[src/rtl/mem_burst_master_pkg.sv]
// Shared types and defaults for the cache-to-memory burst master.
// Holds the FSM state encoding and the line geometry helpers.
package mem_burst_master_pkg;

  localparam int DEF_ADDLENGTH      = 16;
  localparam int DEF_DATALENGTH     = 32;
  localparam int DEF_WORDS_PER_LINE = 4;

  typedef enum logic [2:0] {
    IDLE  = 3'd0,
    WB    = 3'd1,
    FILL  = 3'd2,
    DRAIN = 3'd3,
    DONE  = 3'd4
  } state_e;

  function automatic int offw(input int words_per_line);
    return $clog2(words_per_line);
  endfunction

  function automatic int line_width(input int data_length, input int words_per_line);
    return data_length * words_per_line;
  endfunction

endpackage

[src/rtl/mem_burst_master_if.sv]
// Bundle of the line-request handshake and the single-port RAM bus.
// The master modport is the burst master's view; slave is the environment's.
interface mem_burst_master_if
  import mem_burst_master_pkg::*;
#(
  parameter int ADDLENGTH      = DEF_ADDLENGTH,
  parameter int DATALENGTH     = DEF_DATALENGTH,
  parameter int WORDS_PER_LINE = DEF_WORDS_PER_LINE
);

  localparam int LINEW = line_width(DATALENGTH, WORDS_PER_LINE);

  logic                  req_valid;
  logic                  req_ready;
  logic                  req_wb;
  logic                  req_fill;
  logic [ADDLENGTH-1:0]  req_wb_addr;
  logic [ADDLENGTH-1:0]  req_fill_addr;
  logic [LINEW-1:0]      req_wb_line;
  logic                  rsp_valid;
  logic [LINEW-1:0]      rsp_line;
  logic [ADDLENGTH-1:0]  mem_addr;
  logic [DATALENGTH-1:0] mem_datain;
  logic                  mem_RE;
  logic                  mem_WE;
  logic [DATALENGTH-1:0] mem_dataout;

  modport master (
    input  req_valid, req_wb, req_fill, req_wb_addr, req_fill_addr, req_wb_line,
    input  mem_dataout,
    output req_ready, rsp_valid, rsp_line,
    output mem_addr, mem_datain, mem_RE, mem_WE
  );

  modport slave (
    output req_valid, req_wb, req_fill, req_wb_addr, req_fill_addr, req_wb_line,
    output mem_dataout,
    input  req_ready, rsp_valid, rsp_line,
    input  mem_addr, mem_datain, mem_RE, mem_WE
  );

endinterface

[src/rtl/mem_burst_master.sv]
// Turns one line request (optional victim write-back, then optional refill)
// into word-by-word RAM accesses and returns the refilled line as one wide word.
module mem_burst_master
  import mem_burst_master_pkg::*;
#(
  parameter int ADDLENGTH      = DEF_ADDLENGTH,
  parameter int DATALENGTH     = DEF_DATALENGTH,
  parameter int WORDS_PER_LINE = DEF_WORDS_PER_LINE
) (
  input  logic              clk,
  input  logic              rst,
  mem_burst_master_if.master bus
);

  localparam int OFFW = offw(WORDS_PER_LINE);

  localparam logic [OFFW-1:0]      LAST_OFF  = OFFW'(WORDS_PER_LINE - 1);
  localparam logic [ADDLENGTH-1:0] BASE_MASK = ~ADDLENGTH'(WORDS_PER_LINE - 1);

  typedef logic [WORDS_PER_LINE-1:0][DATALENGTH-1:0] line_t;

  state_e                state_q, state_d;
  logic [OFFW-1:0]       cnt_q, cnt_d;
  logic [ADDLENGTH-1:0]  wb_base_q, wb_base_d;
  logic [ADDLENGTH-1:0]  fill_base_q, fill_base_d;
  line_t                 wb_line_q, wb_line_d;
  line_t                 line_buf_q, line_buf_d;
  line_t                 rsp_line_q, rsp_line_d;
  logic                  fill_q, fill_d;
  logic                  cap_vld_q, cap_vld_d;
  logic [OFFW-1:0]       cap_idx_q, cap_idx_d;
  logic                  req_ready_q, req_ready_d;
  logic                  rsp_valid_q, rsp_valid_d;
  logic [ADDLENGTH-1:0]  mem_addr_q, mem_addr_d;
  logic [DATALENGTH-1:0] mem_datain_q, mem_datain_d;
  logic                  mem_re_q, mem_re_d;
  logic                  mem_we_q, mem_we_d;

  always_comb begin
    state_d     = state_q;
    cnt_d       = cnt_q;
    wb_base_d   = wb_base_q;
    fill_base_d = fill_base_q;
    wb_line_d   = wb_line_q;
    fill_d      = fill_q;

    unique case (state_q)
      IDLE: begin
        if (bus.req_valid && req_ready_q) begin
          wb_base_d   = bus.req_wb_addr & BASE_MASK;
          fill_base_d = bus.req_fill_addr & BASE_MASK;
          wb_line_d   = bus.req_wb_line;
          fill_d      = bus.req_fill;
          cnt_d       = '0;
          if (bus.req_wb)        state_d = WB;
          else if (bus.req_fill) state_d = FILL;
          else                   state_d = DONE;
        end
      end
      WB: begin
        if (cnt_q == LAST_OFF) begin
          cnt_d   = '0;
          state_d = fill_q ? FILL : DONE;
        end else begin
          cnt_d = cnt_q + 1'b1;
        end
      end
      FILL: begin
        if (cnt_q == LAST_OFF) begin
          cnt_d   = '0;
          state_d = DRAIN;
        end else begin
          cnt_d = cnt_q + 1'b1;
        end
      end
      DRAIN:   state_d = DONE;
      DONE:    state_d = IDLE;
      default: state_d = IDLE;
    endcase
  end

  // RAM data lags RE by one cycle, so the capture slot trails the address slot.
  always_comb begin
    cap_vld_d  = mem_re_q;
    cap_idx_d  = cnt_q;
    line_buf_d = line_buf_q;
    if (cap_vld_q) begin
      line_buf_d[cap_idx_q] = bus.mem_dataout;
    end
  end

  // Outputs are registered from the next-state view so the first strobe
  // appears in the cycle right after acceptance.
  always_comb begin
    req_ready_d  = (state_d == IDLE);
    rsp_valid_d  = (state_d == DONE);
    rsp_line_d   = rsp_line_q;
    mem_we_d     = (state_d == WB);
    mem_re_d     = (state_d == FILL);
    mem_addr_d   = '0;
    mem_datain_d = '0;
    if (state_d == DONE && fill_d) begin
      rsp_line_d = line_buf_d;
    end
    if (state_d == WB) begin
      mem_addr_d   = wb_base_d | ADDLENGTH'(cnt_d);
      mem_datain_d = wb_line_d[cnt_d];
    end else if (state_d == FILL) begin
      mem_addr_d = fill_base_d | ADDLENGTH'(cnt_d);
    end
  end

  always_ff @(posedge clk) begin
    if (rst) begin
      state_q      <= IDLE;
      cnt_q        <= '0;
      wb_base_q    <= '0;
      fill_base_q  <= '0;
      wb_line_q    <= '0;
      line_buf_q   <= '0;
      rsp_line_q   <= '0;
      fill_q       <= 1'b0;
      cap_vld_q    <= 1'b0;
      cap_idx_q    <= '0;
      req_ready_q  <= 1'b1;
      rsp_valid_q  <= 1'b0;
      mem_addr_q   <= '0;
      mem_datain_q <= '0;
      mem_re_q     <= 1'b0;
      mem_we_q     <= 1'b0;
    end else begin
      state_q      <= state_d;
      cnt_q        <= cnt_d;
      wb_base_q    <= wb_base_d;
      fill_base_q  <= fill_base_d;
      wb_line_q    <= wb_line_d;
      line_buf_q   <= line_buf_d;
      rsp_line_q   <= rsp_line_d;
      fill_q       <= fill_d;
      cap_vld_q    <= cap_vld_d;
      cap_idx_q    <= cap_idx_d;
      req_ready_q  <= req_ready_d;
      rsp_valid_q  <= rsp_valid_d;
      mem_addr_q   <= mem_addr_d;
      mem_datain_q <= mem_datain_d;
      mem_re_q     <= mem_re_d;
      mem_we_q     <= mem_we_d;
    end
  end

  assign bus.req_ready  = req_ready_q;
  assign bus.rsp_valid  = rsp_valid_q;
  assign bus.rsp_line   = rsp_line_q;
  assign bus.mem_addr   = mem_addr_q;
  assign bus.mem_datain = mem_datain_q;
  assign bus.mem_RE     = mem_re_q;
  assign bus.mem_WE     = mem_we_q;

endmodule
[src/flat_wrapper.sv]
// flat-port wrapper written by rule: the top's interface ports become plain ports
module mem_burst_master_flat import mem_burst_master_pkg::*;
#(
  parameter int ADDLENGTH      = DEF_ADDLENGTH,
  parameter int DATALENGTH     = DEF_DATALENGTH,
  parameter int WORDS_PER_LINE = DEF_WORDS_PER_LINE
)
  (clk, rst, bus_req_valid, bus_req_wb, bus_req_fill, bus_req_wb_addr, bus_req_fill_addr, bus_req_wb_line, bus_mem_dataout, bus_req_ready, bus_rsp_valid, bus_rsp_line, bus_mem_addr, bus_mem_datain, bus_mem_RE, bus_mem_WE);
  mem_burst_master_if #(.ADDLENGTH(ADDLENGTH), .DATALENGTH(DATALENGTH), .WORDS_PER_LINE(WORDS_PER_LINE)) bus_i ();
  input  logic clk;
  input  logic rst;
  input wire logic [$bits(bus_i.req_valid)-1:0] bus_req_valid;
  input wire logic [$bits(bus_i.req_wb)-1:0] bus_req_wb;
  input wire logic [$bits(bus_i.req_fill)-1:0] bus_req_fill;
  input wire logic [$bits(bus_i.req_wb_addr)-1:0] bus_req_wb_addr;
  input wire logic [$bits(bus_i.req_fill_addr)-1:0] bus_req_fill_addr;
  input wire logic [$bits(bus_i.req_wb_line)-1:0] bus_req_wb_line;
  input wire logic [$bits(bus_i.mem_dataout)-1:0] bus_mem_dataout;
  output wire logic [$bits(bus_i.req_ready)-1:0] bus_req_ready;
  output wire logic [$bits(bus_i.rsp_valid)-1:0] bus_rsp_valid;
  output wire logic [$bits(bus_i.rsp_line)-1:0] bus_rsp_line;
  output wire logic [$bits(bus_i.mem_addr)-1:0] bus_mem_addr;
  output wire logic [$bits(bus_i.mem_datain)-1:0] bus_mem_datain;
  output wire logic [$bits(bus_i.mem_RE)-1:0] bus_mem_RE;
  output wire logic [$bits(bus_i.mem_WE)-1:0] bus_mem_WE;
  assign bus_i.req_valid = bus_req_valid;
  assign bus_i.req_wb = bus_req_wb;
  assign bus_i.req_fill = bus_req_fill;
  assign bus_i.req_wb_addr = bus_req_wb_addr;
  assign bus_i.req_fill_addr = bus_req_fill_addr;
  assign bus_i.req_wb_line = bus_req_wb_line;
  assign bus_i.mem_dataout = bus_mem_dataout;
  assign bus_req_ready = bus_i.req_ready;
  assign bus_rsp_valid = bus_i.rsp_valid;
  assign bus_rsp_line = bus_i.rsp_line;
  assign bus_mem_addr = bus_i.mem_addr;
  assign bus_mem_datain = bus_i.mem_datain;
  assign bus_mem_RE = bus_i.mem_RE;
  assign bus_mem_WE = bus_i.mem_WE;
  mem_burst_master #(.ADDLENGTH(ADDLENGTH), .DATALENGTH(DATALENGTH), .WORDS_PER_LINE(WORDS_PER_LINE)) u_core (.clk(clk), .rst(rst), .bus(bus_i));
endmodule
[config.mk]
export PLATFORM = sky130hd
export DESIGN_NAME = mem_burst_master_flat
export DESIGN_NICKNAME = d
export VERILOG_FILES = /design/src/rtl/mem_burst_master_pkg.sv /design/src/rtl/mem_burst_master_if.sv /design/src/rtl/mem_burst_master.sv /design/src/flat_wrapper.sv
export SDC_FILE = /design/constraint.sdc
export NUM_CORES = 1
export LEC_CHECK = 0
export ABC_AREA = 1
export CAP_MARGIN = 20
export CORE_MARGIN = 5
export CORE_UTILIZATION = 55
export DETAILED_ROUTE_END_ITERATION = 8
export PLACE_DENSITY = 0.81
export SLEW_MARGIN = 0
export SYNTH_ARGS = -nofsm -noshare
export SYNTH_HDL_FRONTEND = slang
export SYNTH_SLANG_ARGS = --single-unit
[constraint.sdc]
create_clock -name clk -period 4.3 [get_ports clk]
set_input_delay 0.86 -clock clk [delete_from_list [all_inputs] [get_ports clk]]
set_output_delay 0.86 -clock clk [all_outputs]
set_load 0.03 [all_outputs]
==> metrics.txt, run 1 <==
adder-cell share of the synthesized area 0.001254; worst r2r path cells 9; Synth cell types 24; routed vias/inst 5.100; GRT Residual Overflow 0; ratio of cells with drive above 1 in the final layout 0.03729; Power Density between 400 and 500 nW/um2; Post-CTS Setup Bufs 0; slowest stage delay, CP 890 ps; largest net degree at the start of global routing between 200 and 300; Max Slew Vio Count 0; Tcrit/Tclk final 0.7973; switch share 0.2825; complex-gate fraction of the synthesized area 0.07361; Critical Path RT 4730 ps; clk_skew 20.62 ps; final net count around 3.4k; root buf cell clkbuf_16; Tot GR Track Use 0.2723; Int Power 7.785 mW; total clock sinks ~480; final hold vios 0; worst reg2reg endpoint u_core.bus.rsp_line[59]$_SDFFE_PP0P_; cell leakage power 11.83 nW; flop and latch count out of synthesis between 400 and 500; simple-gate area share of the yosys netlist 0.3043; CP max stage cell buf_4; TritonCTS Buffers 48; Synth top area share 0.4785; # DRC 0; peak supply drop 382.0 uV; syn_area_per_cell around 6.7 um2; CTS clk-pin slew, worst paths 60 ps; initial antenna violation count 13; Layout area overhead 26.80%; CP bufs+invs 2; GPL Wtd Cong 0.8659; Seq/Total Area, Yosys 0.4785; H-tree levels 2; fmax roughly 290 MHz; die extent in y between 200 and 250 um; IO Port Bufs 372; ANT nets after route 0; Synth area leader dfxtp_1; global-route wire length before repair ~91 mm; row cnt 69; Cell Chain, Critical Path clkdlybuf4s50_1 > nand2_1 > nor2_2 > nand2_4 > nor2_1 > nor2_4 > buf_4 > nand4_1 > nand2_1 > nor2_1; routed wire length 58.04 mm; initial DRC count 1523; Max Cap Viol 0; CTS tree built; area of the multi-input gates 7631 um2; Final min period 3428 ps; DR vias roughly 19k; worst r2r src u_core.state_q[0]$_SDFF_PP0_; Die Wd between 200 and 250 um; startpoint types input port; Clk Latency, worst-skew pair roughly 560 ps; Reg area 9549 um2; post-route core utilization 0.7097; CP delay by family, top simple AND/OR/NAND/NOR gates; Reg power frac 0.441; top cells by area, synth dfxtp_1, nand2_1, inv_1, nor2_1, o21ai_0; largest family of logic cells by synthesized area simple AND/OR/NAND/NOR gates; Comb power frac 0.181; # IOs 377; Worst slew margin 0.2768; Setup Crit Path Kind in2reg; Synth Area in XOR/XNOR 0; status complete, no violations; FF-to-FF setup slack 1000 ps; Critical Path Start bus_req_valid; Setup crit end kind flop; vias in the first global route approximately 18k; core area 35660 um2; Filler cells 2865; Cell Area, Synth 19960 um2; Bufs on Longest Clock Path 3; hold path cells 2; Synthesis Warnings 0; die footprint 40190 um2; NetSw about 3.1 mW; RSZ-0062 raised after global routing false; clock power share 0.378; worst slew pin tran 1085 ps; HP Class reg2reg; CP arrival between 3000 and 4000 ps; Initial Util 0.5597; hold_buf cts 0; worst hold path startpoint u_core.bus.mem_RE$_SDFF_PP0_; wire per inst 15.62 um; worst-path maximum fanout 89; setup_tns 0 ps; Mapped Cells between 2k and 3k; synthesized net count 3159; worst hold endpoint u_core.cap_vld_q$_SDFF_PP0_; post-synthesis mux area share 0; Final setup viols 0; DRT Pass-1 Iters 6; post-DP HPWL 38.01 mm; CTS resizes 0
-- worst min-delay path, cell delays in order (launching register included) --
cell	delay, ps
dfxtp_1	310
inv_1	50
nor2_1	30
-- power by group through the flow --
| stage | logic, mW | clock network [mW] | registers (mW) |
|---|---|---|---|
| 6_report | 1.97 | 4.10 | 4.79 |
| 5_1_grt | 2.17 | 4.34 | 4.81 |
| 4_1_cts | 1.96 | 4.15 | 4.79 |
| 3_5_place_dp | 1.94 | 0 | 4.88 |
| 3_3_place_gp | 1.90 | 0 | 4.87 |
| 2_1_floorplan | 1.13 | 0 | 5.02 |
-- layout by cell type, fill, tap and decap left out, types with 4 or more instances in the layout --
cell               n
o21ai_0          241
nand2_1          764
nand3b_1          32
clkinv_2           5
dfxtp_1          477
clkbuf_1          13
clkbuf_16         49
a21oi_1           48
inv_2             10
nand2_2            4
diode_2            9
nor3_1             6
buf_12             6
clkbuf_8          15
inv_1            524
nand3_1           82
nor2_1           429
clkdlybuf4s50_1  371
nor2_4             4
nand4_1          130
buf_4             15
-- sequential cells by signal (all words and copies together), names as in the netlist, 2 cells and up --
signal and cells:
u_core.state_q 3, u_core.bus.mem_addr 16, u_core.fill_base_q 16, u_core.bus.mem_datain 32, u_core.cap_idx_d 2, u_core.wb_base_q 16, u_core.line_buf_q 128, u_core.cap_idx_q 2
u_core.wb_line_q 128, u_core.bus.rsp_line 128
-- worst max-delay path by stage --
stage | end | slack [ps] | cells after the start
floorplan | u_core.bus.rsp_line[11]$_SDFFE_PP0P_ | 2150 | 11
global route | u_core.bus.rsp_line[59]$_SDFFE_PP0P_ | 740 | 9
CTS | u_core.bus.rsp_line[81]$_SDFFE_PP0P_ | 990 | 12
finish | u_core.bus.rsp_line[59]$_SDFFE_PP0P_ | 870 | 10
detailed placement | u_core.bus.rsp_line[109]$_SDFFE_PP0P_ | 430 | 10
global placement | u_core.bus.rsp_line[91]$_SDFFE_PP0P_ | 500 | 9
-- cells by family (layout without fill, tap and decap cells) --
family | after synthesis | in the layout
AND/OR/NAND/NOR | 1460 | 1460
buffers and inverters | 728 | 1013
flip-flops | 477 | 477
AO/OA/AOI/OAI | 293 | 293
adder cells (fa/ha/maj) | 2 | 2
other | 0 | 9
-- cell type report --
cell class,count,area share
Inverter,536,0.07961
Tap cell,461,0.02280
Antenna cell,9,0.0008901
Multi-Input combinational cell,1755,0.3016
Timing Repair Buffer,393,0.1566
Clock inverter,7,0.002621
Sequential cell,477,0.3774
Clock buffer,77,0.05855
-- metrics by stage --
step | cell area [um2] | power [mW] | hold WS [ps] | std cells | setup WS, ps
after global placement | 23710 | 6.768 | 421.2 | 3621 | 496.4
after CTS | 25260 | 10.90 | 431.8 | 3705 | 988.3
after global routing | 25300 | 11.32 | 455.2 | 3715 | 736.8
after floorplan | 19960 | 6.146 | 416.6 | 2960 | 2145
after detailed placement | 23710 | 6.822 | 421.8 | 3621 | 433.8
final | 25300 | 10.85 | 432.0 | 3715 | 871.6
-- cells in the mapped netlist, drive strengths merged --
master,instances
nand4,130
a21oi,48
o211ai,1
ha,2
buf,92
nand2,769
nor2,436
clkinv,2
nand3,87
dfxtp,477
nor3,6
nand3b,32
inv,534
o21ai,244
clkbuf,100
-- layer usage --
layer / GRT usage / vias up / share of wire
met4: 0.1453 / 8 / 0.052
met2: 0.4557 / 791 / 0.47
li1: - / 9426 / -
met3: 0.07722 / 160 / 0.092
met5: 0 / - / 0.0011
met1: 0.3178 / 8561 / 0.38
Note: power is estimated with default switching activity, not from simulation.
==> inputs of run 2 (changes only) <==
--- a/config.mk
+++ b/config.mk
@@ -8,9 +8,9 @@
 export ABC_AREA = 1
 export CAP_MARGIN = 20
 export CORE_MARGIN = 5
-export CORE_UTILIZATION = 55
+export CORE_UTILIZATION = 47
 export DETAILED_ROUTE_END_ITERATION = 8
-export PLACE_DENSITY = 0.81
+export PLACE_DENSITY = 0.73
 export SLEW_MARGIN = 0
 export SYNTH_ARGS = -nofsm -noshare
 export SYNTH_HDL_FRONTEND = slang
==> constraint.sdc (replaced) <==
create_clock -name clk -period 3.15 [get_ports clk]
set_input_delay 0.63 -clock clk [delete_from_list [all_inputs] [get_ports clk]]
set_output_delay 0.63 -clock clk [all_outputs]
set_load 0.03 [all_outputs]
==> metrics.txt, run 2 (same netlist as run 1, synthesis figures left out) <==
status complete, no violations; die footprint 46680 um2; FF-to-FF setup slack 910 ps; CTS clk-pin slew, worst paths 60 ps; IO Port Bufs 372; total chip power between 15 and 20 mW; final hold vios 0; Die Wd approximately 220 um; Setup crit end kind flop; worst hold endpoint u_core.cap_vld_q$_SDFF_PP0_; Tot GR Track Use 0.2403; Max Slew Vio Count 0; vias in the first global route 17.81k; H-tree levels 2; post-DP HPWL 39.44 mm; die extent in y 216.1 um; peak supply drop 410.8 uV; worst hold path startpoint u_core.bus.mem_RE$_SDFF_PP0_; Setup Crit Path Kind in2reg; Power Density 592.1 nW/um2; Initial Util 0.4757; clk_skew 12.75 ps; # IOs 377; most frequent cells in the layout nand2_1, inv_1, dfxtp_1; row cnt 75; Critical Path Start bus_req_valid; HP Class reg2reg; initial antenna violation count 9; CP max stage cell clkdlybuf4s50_1; worst slew pin tran 773.0 ps; Clk Latency, worst-skew pair between 500 and 600 ps; Cell Chain, Critical Path clkdlybuf4s50_1 > nand2_1 > nor2_2 > nand2_4 > nor2_1 > nor2_4 > nand3_4 > buf_12 > nand2_1 > inv_1 > nor2_1; routed wire length approximately 60 mm; worst reg2reg endpoint u_core.bus.mem_datain[1]$_SDFF_PP0_; DR vias 18.79k; worst-path maximum fanout 109; cell leakage power 12.03 nW; worst r2r src u_core.state_q[1]$_SDFF_PP0_; TritonCTS Buffers approximately 50; Critical Path RT 3630 ps; initial DRC count roughly 1.5k; CP arrival between 2000 and 3000 ps; commonest non-fill, non-tap cell in the layout nand2_1; GPL Wtd Cong 0.8544; hold path cells 2; slowest stage delay, CP 470 ps; GRT Residual Overflow 0; final net count ~3.4k; largest net degree at the start of global routing 142; # DRC 0; startpoint types input port; RSZ-0062 raised after global routing false; hold_buf cts 0; total clock sinks 477; global-route wire length before repair 92.10 mm; setup_tns 0 ps; root buf cell clkbuf_16; core area 41950 um2; fmax 422.5 MHz; routed vias/inst 4.923; CTS resizes 0; ratio of cells with drive above 1 in the final layout 0.04497; Max Cap Viol 0; Tcrit/Tclk final 0.7514; Worst slew margin 0.4847; DRT Pass-1 Iters 7; Bufs on Longest Clock Path 3; Post-CTS Setup Bufs 0; Final setup viols 0; CTS tree built; Layout area overhead 29.26%; Final min period ~2400 ps; wire per inst between 15 and 20 um; ANT nets after route 0; worst r2r path cells 8
-- run 2: area by class of cell --
cell class | instances | area (um2)
Sequential cell | 477 | 9549
Tap cell | 539 | 674.4
Timing Repair Buffer | 412 | 4229
Inverter | 536 | 2014
Antenna cell | 9 | 22.52
Fill cell | 3779 | 16150
Clock buffer | 75 | 1496
Multi-Input combinational cell | 1755 | 7631
Clock inverter | 14 | 176.4
-- run 2: where the power goes --
part           total, mW  switching (mW)  internal [mW]
Combinational       2.75            1.74           1.01
Sequential          6.53           0.132           6.40
Clock               5.98            2.40           3.59
-- run 2: worst max-delay path by stage --
stage	cells past startpoint	to	slack [ps]
after CTS	1	bus_rsp_line[102]	760
after floorplan	11	u_core.bus.rsp_line[11]$_SDFFE_PP0P_	1230
final	11	u_core.bus.rsp_line[84]$_SDFFE_PP0P_	780
after global placement	11	u_core.bus.rsp_line[45]$_SDFFE_PP0P_	270
after global routing	11	u_core.bus.rsp_line[19]$_SDFFE_PP0P_	620
after detailed placement	11	u_core.bus.rsp_line[84]$_SDFFE_PP0P_	210
-- run 2: worst max-delay path, delay by kind of cell --
kind / cells / cell delay, ps
AND/OR/NAND/NOR: 8 / 1190
buffers and inverters: 3 / 920
-- run 2: stage by stage --
step | worst slack [ps] | hold slack (ps) | instance area, um2 | utilization | cells
final | 783.0 | 428.5 | 25790 | 0.6149 | 3817
after global routing | 622.3 | 469.6 | 25790 | 0.6149 | 3816
after CTS | 759.2 | 439.2 | 25770 | 0.6144 | 3808
after detailed placement | 205.3 | 430.2 | 24100 | 0.5745 | 3719
after global placement | 274.6 | 424.8 | 24100 | 0.5745 | 3719
after floorplan | 1225 | 416.6 | 19960 | - | 2960
-- run 2: per-layer routing --
metal | track usage | vias up | part of all wire
li1 | - | 9497 | -
met1 | 0.2868 | 8483 | 0.40
met2 | 0.4046 | 664 | 0.47
met3 | 0.05708 | 144 | 0.078
met4 | 0.1247 | 2 | 0.050
met5 | 0 | - | 0.00022
